**src/rtl/segment_transition_ctl_if.sv**
```systemverilog
// Register-file / datapath side signals of the segment transition controller.
// The controller drives the request fields; the sequencer reports segment state back.
interface segment_transition_ctl_if #(
  parameter int unsigned RepWidth     = 16,
  parameter int unsigned SysTimeWidth = 56
);
  logic                    UPDATE_SETTINGS;
  logic                    REQ_RD_SEGMENT;
  logic [7:0]              TRANSITION_MODE;
  logic [63:0]             TRANSITION_VALUE;
  logic [RepWidth-1:0]     REP0;
  logic [RepWidth-1:0]     REP1;
  logic [SysTimeWidth-1:0] SYS_TIME;
  logic [3:0]              GPIO_IN;
  logic                    LOOP_END;
  logic                    SEGMENT;
  logic                    STOP;
  logic                    SWAP;
  logic                    BUSY;

  modport master (
    output UPDATE_SETTINGS, REQ_RD_SEGMENT, TRANSITION_MODE, TRANSITION_VALUE,
    output REP0, REP1, SYS_TIME, GPIO_IN, LOOP_END,
    input  SEGMENT, STOP, SWAP, BUSY
  );

  modport slave (
    input  UPDATE_SETTINGS, REQ_RD_SEGMENT, TRANSITION_MODE, TRANSITION_VALUE,
    input  REP0, REP1, SYS_TIME, GPIO_IN, LOOP_END,
    output SEGMENT, STOP, SWAP, BUSY
  );
endinterface

```
**src/rtl/segment_transition_ctl.sv**
```systemverilog
// Segment transition sequencer for one double-buffered playback engine:
// decides when the read segment swaps and when a finite repeat count stops playback.
module segment_transition_ctl #(
  parameter int unsigned RepWidth     = 16,
  parameter int unsigned SysTimeWidth = 56
) (
  input logic                     CLK,
  input logic                     RST,
  segment_transition_ctl_if.slave bus
);

  localparam logic [7:0] ModeSyncIdx = 8'h00;
  localparam logic [7:0] ModeSysTime = 8'h01;
  localparam logic [7:0] ModeGpio    = 8'h02;
  localparam logic [7:0] ModeExt     = 8'hF0;

  typedef enum logic {RUN, WAIT} state_e;

  state_e                  state_q, state_d;
  logic                    seg_q, seg_d;
  logic                    stop_q, stop_d;
  logic                    swap_q, swap_d;
  logic                    auto_q, auto_d;
  logic [RepWidth-1:0]     cnt_q, cnt_d;
  logic [7:0]              mode_q, mode_d;
  logic [SysTimeWidth-1:0] value_q, value_d;
  logic                    req_seg_q, req_seg_d;
  logic [3:0]              gpio_q, gpio_d;

  logic                    trig;
  logic                    take;
  logic [RepWidth-1:0]     rep;
  logic                    unused_value_bits;

  assign unused_value_bits = ^bus.TRANSITION_VALUE[63:SysTimeWidth];

  always_ff @(posedge CLK or posedge RST) begin
    if (RST) begin
      state_q   <= RUN;
      seg_q     <= 1'b0;
      stop_q    <= 1'b0;
      swap_q    <= 1'b0;
      auto_q    <= 1'b0;
      cnt_q     <= '0;
      mode_q    <= '0;
      value_q   <= '0;
      req_seg_q <= 1'b0;
      gpio_q    <= '0;
    end else begin
      state_q   <= state_d;
      seg_q     <= seg_d;
      stop_q    <= stop_d;
      swap_q    <= swap_d;
      auto_q    <= auto_d;
      cnt_q     <= cnt_d;
      mode_q    <= mode_d;
      value_q   <= value_d;
      req_seg_q <= req_seg_d;
      gpio_q    <= gpio_d;
    end
  end

  // Unknown mode codes fall to default and simply never fire.
  always_comb begin
    trig = 1'b0;
    if (state_q == WAIT) begin
      case (mode_q)
        ModeSyncIdx: trig = bus.LOOP_END | stop_q;
        ModeSysTime: trig = (bus.SYS_TIME >= value_q);
        ModeGpio:    trig = bus.GPIO_IN[value_q[1:0]] & ~gpio_q[value_q[1:0]];
        ModeExt:     trig = 1'b1;
        default:     trig = 1'b0;
      endcase
    end
  end

  always_comb begin
    state_d   = state_q;
    seg_d     = seg_q;
    stop_d    = stop_q;
    swap_d    = 1'b0;
    auto_d    = auto_q;
    cnt_d     = cnt_q;
    mode_d    = mode_q;
    value_d   = value_q;
    req_seg_d = req_seg_q;
    gpio_d    = bus.GPIO_IN;
    rep       = seg_q ? bus.REP1 : bus.REP0;
    take      = trig & ~bus.UPDATE_SETTINGS;

    if (bus.LOOP_END && !stop_q && !take) begin
      if ((rep != '1) && (cnt_q == rep)) begin
        // A fresh request drops auto mode, so the limit stops instead of swapping.
        if (auto_q && !bus.UPDATE_SETTINGS) begin
          seg_d  = ~seg_q;
          swap_d = 1'b1;
          cnt_d  = '0;
        end else begin
          stop_d = 1'b1;
        end
      end else if (cnt_q != '1) begin
        cnt_d = cnt_q + 1'b1;
      end
    end

    if (bus.UPDATE_SETTINGS) begin
      state_d   = WAIT;
      auto_d    = 1'b0;
      mode_d    = bus.TRANSITION_MODE;
      value_d   = bus.TRANSITION_VALUE[SysTimeWidth-1:0];
      req_seg_d = bus.REQ_RD_SEGMENT;
    end else if (take) begin
      state_d = RUN;
      seg_d   = req_seg_q;
      swap_d  = 1'b1;
      stop_d  = 1'b0;
      cnt_d   = '0;
      auto_d  = (mode_q == ModeExt);
    end
  end

  always_comb begin
    bus.SEGMENT = seg_q;
    bus.STOP    = stop_q;
    bus.SWAP    = swap_q;
    bus.BUSY    = (state_q == WAIT);
  end

endmodule

```
**src/flat_wrapper.sv**
```systemverilog
// flat-port wrapper written by rule: the top's interface ports become plain ports
module segment_transition_ctl_flat 
#(
  parameter int unsigned RepWidth     = 16,
  parameter int unsigned SysTimeWidth = 56
)
  (CLK, RST, bus_UPDATE_SETTINGS, bus_REQ_RD_SEGMENT, bus_TRANSITION_MODE, bus_TRANSITION_VALUE, bus_REP0, bus_REP1, bus_SYS_TIME, bus_GPIO_IN, bus_LOOP_END, bus_SEGMENT, bus_STOP, bus_SWAP, bus_BUSY);
  segment_transition_ctl_if #(.RepWidth(RepWidth), .SysTimeWidth(SysTimeWidth)) bus_i ();
  input logic CLK;
  input logic RST;
  input wire logic [$bits(bus_i.UPDATE_SETTINGS)-1:0] bus_UPDATE_SETTINGS;
  input wire logic [$bits(bus_i.REQ_RD_SEGMENT)-1:0] bus_REQ_RD_SEGMENT;
  input wire logic [$bits(bus_i.TRANSITION_MODE)-1:0] bus_TRANSITION_MODE;
  input wire logic [$bits(bus_i.TRANSITION_VALUE)-1:0] bus_TRANSITION_VALUE;
  input wire logic [$bits(bus_i.REP0)-1:0] bus_REP0;
  input wire logic [$bits(bus_i.REP1)-1:0] bus_REP1;
  input wire logic [$bits(bus_i.SYS_TIME)-1:0] bus_SYS_TIME;
  input wire logic [$bits(bus_i.GPIO_IN)-1:0] bus_GPIO_IN;
  input wire logic [$bits(bus_i.LOOP_END)-1:0] bus_LOOP_END;
  output wire logic [$bits(bus_i.SEGMENT)-1:0] bus_SEGMENT;
  output wire logic [$bits(bus_i.STOP)-1:0] bus_STOP;
  output wire logic [$bits(bus_i.SWAP)-1:0] bus_SWAP;
  output wire logic [$bits(bus_i.BUSY)-1:0] bus_BUSY;
  assign bus_i.UPDATE_SETTINGS = bus_UPDATE_SETTINGS;
  assign bus_i.REQ_RD_SEGMENT = bus_REQ_RD_SEGMENT;
  assign bus_i.TRANSITION_MODE = bus_TRANSITION_MODE;
  assign bus_i.TRANSITION_VALUE = bus_TRANSITION_VALUE;
  assign bus_i.REP0 = bus_REP0;
  assign bus_i.REP1 = bus_REP1;
  assign bus_i.SYS_TIME = bus_SYS_TIME;
  assign bus_i.GPIO_IN = bus_GPIO_IN;
  assign bus_i.LOOP_END = bus_LOOP_END;
  assign bus_SEGMENT = bus_i.SEGMENT;
  assign bus_STOP = bus_i.STOP;
  assign bus_SWAP = bus_i.SWAP;
  assign bus_BUSY = bus_i.BUSY;
  segment_transition_ctl #(.RepWidth(RepWidth), .SysTimeWidth(SysTimeWidth)) u_core (.CLK(CLK), .RST(RST), .bus(bus_i));
endmodule
```
**config.mk**
```make
export PLATFORM = sky130hd
export DESIGN_NAME = segment_transition_ctl_flat
export DESIGN_NICKNAME = d
export VERILOG_FILES = /design/src/rtl/segment_transition_ctl_if.sv /design/src/rtl/segment_transition_ctl.sv /design/src/flat_wrapper.sv
export SDC_FILE = /design/constraint.sdc
export NUM_CORES = 1
export LEC_CHECK = 0
export BUFFER_PORTS_ARGS = -buffer_cell sky130_fd_sc_hd__clkbuf_2
export CORE_ASPECT_RATIO = 1.25
export CORE_UTILIZATION = 54
export CTS_BUF_LIST = sky130_fd_sc_hd__clkbuf_8
export CTS_CLUSTER_DIAMETER = 80
export DETAILED_ROUTE_END_ITERATION = 10
export PLACE_DENSITY = 0.93
export SKIP_CTS_REPAIR_TIMING = 1
export SYNTH_ARGS = -nofsm -noshare
export SYNTH_HDL_FRONTEND = slang
export SYNTH_SLANG_ARGS = --single-unit
export TNS_END_PERCENT = 50
```
**constraint.sdc**
```tcl
create_clock -name CLK -period 3.2 [get_ports CLK]
set_input_delay 0.64 -clock CLK [delete_from_list [all_inputs] [get_ports CLK]]
set_output_delay 0.64 -clock CLK [all_outputs]
set_load 0.05 [all_outputs]
```
After elaboration in Yosys (flattened, before gate mapping)
Cells that the tools add are included.
{"block": "totals", "latchBits": 0, "ram_bits": 0, "out_inout_bits": 4, "inputBits": 169, "ff_bits": 90, "elab_cells": 66, "n_memories": 0, "romBits": 0}
{"block": "classes", "n_reduce_logical": 9, "n_mux": 32, "mul": 0, "bitwise_logic": 6, "n_eq_ne": 6, "add_sub_neg": 1, "n_shift": 0, "n_div": 0, "n_lt_le_gt_ge": 2}
{"operator": "16-bit two-way mux", "count": 7}
{"operator": "56-bit greater-or-equal comparator", "count": 1}
{"operator": "16-bit != test (second input constant)", "count": 2}
{"operator": "1-bit two-way mux", "count": 22}
{"operator": "16-bit by 1-bit adder with 16-bit output (second input constant)", "count": 1}
{"operator": "16-bit == test", "count": 1}
{"operator": "8-bit by 1-bit == test with 1-bit output (second input constant)", "count": 1}
{"operator": "8-bit by 2-bit == test with 1-bit output (second input constant)", "count": 1}
{"operator": "8-bit == test (second input constant)", "count": 1}
{"operator": "8-bit zero test", "count": 1}
{"operator": "1-bit binary-select mux with 2-bit select", "count": 2}
{"operator": "1-bit logical AND", "count": 4}
{"operator": "1-bit one-hot mux with 4 select lines", "count": 1}
{"operator": "1-bit zero test", "count": 3}
{"operator": "2-bit by 3-bit less-than comparator with 1-bit output (second input constant)", "count": 1}
{"operator": "1-bit NOT", "count": 3}
{"operator": "1-bit bitwise AND", "count": 2}
{"operator": "2-bit nonzero test", "count": 1}
{"operator": "1-bit bitwise OR", "count": 1}

Logic depth before layout (Yosys ltp)
{"block": "logic_depth", "word_depth": 12, "ltp_mapped": 10, "depth_no_buf": 9}

Least setup slack after synthesis
Ideal clock, no wire load.
{"block": "synth_timing", "path_kind": "input to register", "from": "in bus_SYS_TIME[11]", "to": "reg u_core.seg_q, in the netlist u_core.bus.SEGMENT", "path_slack_ns": 0.551, "t_required_ns": 3.073, "t_arrival_ns": 2.521, "cell_stages": 8, "setup_ns": 0.127, "path_buffers": 0, "path_cell_list": "ha_1 > nand2_1 > o21a_1 > a2111o_1 > o22ai_1 > o311ai_2 > a211oi_4 > mux2_1"}
{"block": "synth_via", "elab_chain_len": 9}
{"element": "start, declared", "line_no": "flat_wrapper.sv:17", "source": "input wire logic [$bits(bus_i.SYS_TIME)-1:0] bus_SYS_TIME;"}
{"element": "56-bit greater-or-equal comparator *", "line_no": "segment_transition_ctl.sv:69", "source": "ModeSysTime: trig = (bus.SYS_TIME >= value_q);"}
{"element": "1-bit one-hot mux with 4 select lines *", "line_no": "segment_transition_ctl.sv:67", "source": "case (mode_q)"}
{"element": "1-bit two-way mux *", "line_no": "segment_transition_ctl.sv:66", "source": "if (state_q == WAIT) begin"}
{"element": "1-bit bitwise AND *", "line_no": "segment_transition_ctl.sv:89", "source": "take = trig & ~bus.UPDATE_SETTINGS;"}
{"element": "1-bit zero test", "line_no": "segment_transition_ctl.sv:91", "source": "if (bus.LOOP_END && !stop_q && !take) begin"}
{"element": "1-bit logical AND", "line_no": "segment_transition_ctl.sv:91"}
{"element": "1-bit two-way mux", "line_no": "segment_transition_ctl.sv:91"}
{"element": "1-bit two-way mux", "line_no": "segment_transition_ctl.sv:112", "source": "end else if (take) begin"}
{"element": "1-bit two-way mux *", "line_no": "segment_transition_ctl.sv:106", "source": "if (bus.UPDATE_SETTINGS) begin"}
{"element": "named net u_core.seg_d", "line_no": "segment_transition_ctl.sv:20", "source": "logic seg_q, seg_d;"}
{"element": "end signal, assigned", "line_no": "segment_transition_ctl.sv:51", "source": "seg_q <= seg_d;"}
{"element": "end, declared", "line_no": "segment_transition_ctl.sv:20"}
The timed path passes the listed nets; every way through them passes the cells marked *.
A chain may end at the register's enable or synchronous reset.

Final worst setup path
{"block": "layout_timing", "from": "reg u_core.value_q[0]", "to": "reg u_core.cnt_q[8]"}
{"block": "layout_via", "elab_chain_len": 12, "word_cells_on_any_way": 15, "classes_between": "1 x order compare; 9 x mux; 3 x bitwise; 2 x reduce/logical"}
{"element": "start, declared", "line_no": "segment_transition_ctl.sv:26", "source": "logic [SysTimeWidth-1:0] value_q, value_d;"}
{"element": "start signal, assigned", "line_no": "segment_transition_ctl.sv:57", "source": "value_q <= value_d;"}
{"element": "branches (longest 4 deep; another with 56-bit greater-or-equal comparator)"}
{"element": "1-bit one-hot mux with 4 select lines *", "line_no": "segment_transition_ctl.sv:67"}
{"element": "1-bit two-way mux *", "line_no": "segment_transition_ctl.sv:66"}
{"element": "1-bit bitwise AND *", "line_no": "segment_transition_ctl.sv:89"}
{"element": "1-bit zero test", "line_no": "segment_transition_ctl.sv:91"}
{"element": "1-bit logical AND", "line_no": "segment_transition_ctl.sv:91"}
{"element": "16-bit two-way mux", "line_no": "segment_transition_ctl.sv:91"}
{"element": "16-bit two-way mux", "line_no": "segment_transition_ctl.sv:112"}
{"element": "16-bit two-way mux *", "line_no": "segment_transition_ctl.sv:106"}
{"element": "named net u_core.cnt_d[8]", "line_no": "segment_transition_ctl.sv:24", "source": "logic [RepWidth-1:0] cnt_q, cnt_d;"}
{"element": "end signal, assigned", "line_no": "segment_transition_ctl.sv:55", "source": "cnt_q <= cnt_d;"}
{"element": "end, declared", "line_no": "segment_transition_ctl.sv:24"}
Mark *: on every way through the listed nets, which the timed path passes. The select of a mux whose other input is x is not followed.

==> key figures <==
Yosys
  – Post-synthesis instance area: 5720 µm²
  – Mapped Nets: approximately 850
  – Most instantiated flip-flop cell in the synthesis netlist: sky130_fd_sc_hd__dfrtp_1
  – EDFF count, synth: 0
  – Proportion of netlist area held by the largest area contributor: a little under 40%
  – Post-synthesis async set-or-reset flop share: 100%
  – FF+latch count, synth: 90
  – Biggest area contributors in the synthesized netlist: sky130_fd_sc_hd__dfrtp_1 39%, sky130_fd_sc_hd__ha_1 12%, sky130_fd_sc_hd__o21ai_0 5.5%
  – Cell with the most instances after synthesis: sky130_fd_sc_hd__dfrtp_1
  – Largest family of logic cells by synthesized area: simple AND/OR/NAND/NOR gates
  – Synthesis Warnings: 0
  – Synthesized netlist cell count: a little over 600
  – Synthesized area per cell: between 9 and 10 µm²
  – Mux contribution to synthesized area: between 5 and 6%
  – Synth cell count leaders: 90 x sky130_fd_sc_hd__dfrtp_1, 80 x sky130_fd_sc_hd__nand2_1, 63 x sky130_fd_sc_hd__inv_1, 63 x sky130_fd_sc_hd__o21ai_0, 57 x sky130_fd_sc_hd__ha_1
  – Post-synthesis adder-cell area fraction: around an eighth
  – Unique masters post-synth: 65
  – Post-synthesis sequential area ratio: between 30% and 40%
  – Compound-cell area share of the yosys netlist: about 16%
  – Cell accounting for the most synthesized area: sky130_fd_sc_hd__dfrtp_1
  – Synth Area in XOR/XNOR: between 2 and 3%
  – Simple-gate share of the synthesized area: between 15 and 20%

STA
  – Period minus WS final: roughly 2.8 ns
  – Setup repair after global routing missed its margin: false
  – Relative slew margins: a little over three fifths
  – Final hold vios: 0
  – Final Slew Violations: 0
  – Share of the clock period used by the worst path: between 80 and 90%
  – Final setup violating endpoints: 0
  – Slew at the pin closest to its max-slew limit: approximately 0.56 ns
  – Maximum clock skew at final layout: about 0.0088 ns
  – Timing-limited maximum frequency: about 0.36 GHz
  – Post-Route Setup TNS: 0 ns

Cells and area
  – Share of final-layout standard cells stronger than drive strength 1: between 20% and 30%
  – Final #Nets: approximately 1000
  – Post-route cell area: between 6000 and 7000 µm²
  – Number of filler instances in the final layout: between 800 and 900
  – Total area of sequential cells: around 2300 µm²
  – Total area of multi-input combinational cells: 3090 µm²
  – Layout overhead on the synthesized area: 19.8%
  – Antenna cells: 0

Drt
  – Iteration-0 DRC Markers: 208
  – Routed wire length: 13.9 mm
  – Post-route ant nets: 0
  – Mean number of vias per cell: 5.73
  – First-pass iteration count of the detailed router: 5
  – Via Count: between 5000 and 6000
  – Post-detailed-route DRC marker count: 0
  – DR WL/cell: between 15 and 20 µm

Clock tree
  – Clock edge transition at the registers on the reported setup and hold paths: ~0.09 ns
  – Clock buffer count from CTS: 9
  – Clock Root Buffer: sky130_fd_sc_hd__clkbuf_8
  – CTS HTree Levels: 3
  – Clock Sink Count: 90
  – Clock tree from TritonCTS: done
  – Worst skew pair latency: between 0.3 and 0.4 ns
  – Buffers from clock root to sink, at most: 2

Setup path
  – Crit-path max cell delay: around 0.43 ns
  – Worst path bufs/invs: 1
  – Kind of critical path: reg -> reg
  – Slowest-stage cell, CP: sky130_fd_sc_hd__dfrtp_1
  – Worst endpoint data arrival time: 3.04 ns
  – Kind of cell with the highest combined delay on the critical path: compound AO/OA/AOI/OAI gates
  – Required time at the worst-slack endpoint: ~3.5 ns
  – Worst setup slack for register-to-register paths: 0.43 ns
  – Worst Setup End Kind: flop
  – Cells along the critical path: ha_1 -> nand2b_1 -> a2111oi_0 -> o311a_1 -> o22ai_1 -> o311ai_2 -> a211oi_4 -> buf_4 -> a311oi_1
  – CP Launch Type: flop
  – Critical-path maximum fanout: 10

Place
  – Post-Place Cell Area: 6650 µm²
  – Global placer's final weighted congestion: 0.849
  – # port buffers: between 150 and 200
  – Sum of net half-perimeters after detailed placement: 10.7 mm

Status
  – Outcome: finished, final reports clean

GRT
  – First-pass GRT wire length: roughly 23 mm
  – Vias in the first global route: between 5000 and 6000
  – Congestion Overflow GR: 0
  – Global-route usage over all layers: between 20% and 30%
  – Initial antenna violation count: 0
  – Maximum number of pins on one net before global-route repair: slightly below 80

Pwr
  – Leakage power summed over all cells: between 3 and 4 nW
  – VDD IR max: 0.347 mV
  – Power per cell area: ~440 nW/µm²

Die
  – Die area: 11000 µm²
  – Std-Cell Rows: between 40 and 50
  – Initial Utilization: between 50 and 60%
  – Die boundary width: between 90 and 100 µm
  – # IOs: between 150 and 200
  – Vert. Die Dim: approximately 120 µm
  – Core region area: 10200 µm²

Min path
  – Hold Path Class: in -> async

Job
  – Total of max-cap violations: 0
[kinds of logic (layout without fill, tap and decap cells)]
family                     after synthesis  in the layout
and+or+nand+nor                        188            188
AOI/OAI and AO/OA                      150            150
DFF                                     90             90
buffers and inverters                   89            253
adders and majority gates               57             57
muxes                                   30             30
xor gates and xnor gates                17             17
[metrics by stage]
step,hold WS (ns),utilization [%],power [mW],setup WS [ns],cells
2_1_floorplan,0.448,-,1.94,0.225,621
3_3_place_gp,0.471,65.2,2.15,0.161,898
3_5_place_dp,0.487,65.2,2.20,0.0966,898
4_1_cts,0.139,67.2,3.02,0.415,914
5_1_grt,0.151,67.2,3.18,0.264,914
6_report,0.147,67.2,3.00,0.429,914
[registers in the layout (all words and copies together) (netlist names)]
| register | flops |
|---|---|
| u_core.bus.BUSY | 1 |
| u_core.req_seg_q | 1 |
| u_core.bus.SEGMENT | 1 |
| u_core.auto_q | 1 |
| u_core.value_q | 56 |
| u_core.mode_q | 8 |
| u_core.cnt_q | 16 |
| u_core.gpio_q | 4 |
| u_core.bus.STOP | 1 |
| u_core.bus.SWAP | 1 |
[placed cells by master (no fill, tap or decap), drive strengths merged, types with 9 or more instances in the layout]
| master | Yosys | routed |
|---|---|---|
| clkbuf | 17 | 173 |
| dfrtp | 90 | 90 |
| nand2 | 80 | 80 |
| o21ai | 68 | 68 |
| inv | 63 | 64 |
| ha | 57 | 57 |
| a21oi | 33 | 33 |
| nand4 | 26 | 26 |
| mux2i | 18 | 18 |
| nand3 | 18 | 18 |
| nor2 | 12 | 12 |
| mux2 | 12 | 12 |
| buf | 9 | 11 |
| and3 | 10 | 10 |
| xnor2 | 9 | 9 |
[power by group]
part | internal (mW) | switching (mW) | leakage, nW
clock | 0.384 | 0.433 | 0.100
sequential | 1.27 | 0.120 | 1.08
combinational | 0.372 | 0.428 | 2.22
total | 2.02 | 0.981 | 3.40
[metal layers]
| metal | routed length (µm) | track usage, % | part of all wire [%] |
|---|---|---|---|
| met1 | 5280 | 28.8 | 38 |
| met2 | 7030 | 48.1 | 51 |
| met3 | 1030 | 6.98 | 7.5 |
| met4 | 519 | 14.6 | 3.7 |
| met5 | 0 | 0 | 0 |
[worst reg2reg max path, stage by stage, from the launching register on]
cell                        delay [ns]
sky130_fd_sc_hd__dfrtp_1          0.43
sky130_fd_sc_hd__ha_1             0.28
sky130_fd_sc_hd__nand2b_1         0.14
sky130_fd_sc_hd__a2111oi_0        0.43
sky130_fd_sc_hd__o311a_1          0.21
sky130_fd_sc_hd__o22ai_1          0.12
sky130_fd_sc_hd__o311ai_2         0.41
sky130_fd_sc_hd__a211oi_4         0.17
sky130_fd_sc_hd__buf_4            0.22
sky130_fd_sc_hd__a311oi_1         0.24
[final cells by class]
class | count | area share [%]
multi-input combinational | 442 | 45.1
inverter | 63 | 3.47
tap | 129 | 2.35
timing repair buffer | 174 | 13.3
clock inverter | 6 | 0.967
sequential | 90 | 32.8
clock buffer | 10 | 2.01
[final timing paths]
path                                      end               from  cells after the start
setup / recovery              u_core.cnt_q[8]  u_core.value_q[0]                      9
hold / removal             u_core.value_q[13]                RST                      2
setup reg to reg              u_core.cnt_q[8]  u_core.value_q[0]                      9
hold reg to reg               u_core.cnt_q[7]    u_core.cnt_q[7]                      1
max in group asynchronous  u_core.value_q[43]                RST                      3
min in group CLK             u_core.gpio_q[2]     bus_GPIO_IN[2]                      1
No activity file was read; power rests on OpenSTA's default activity.
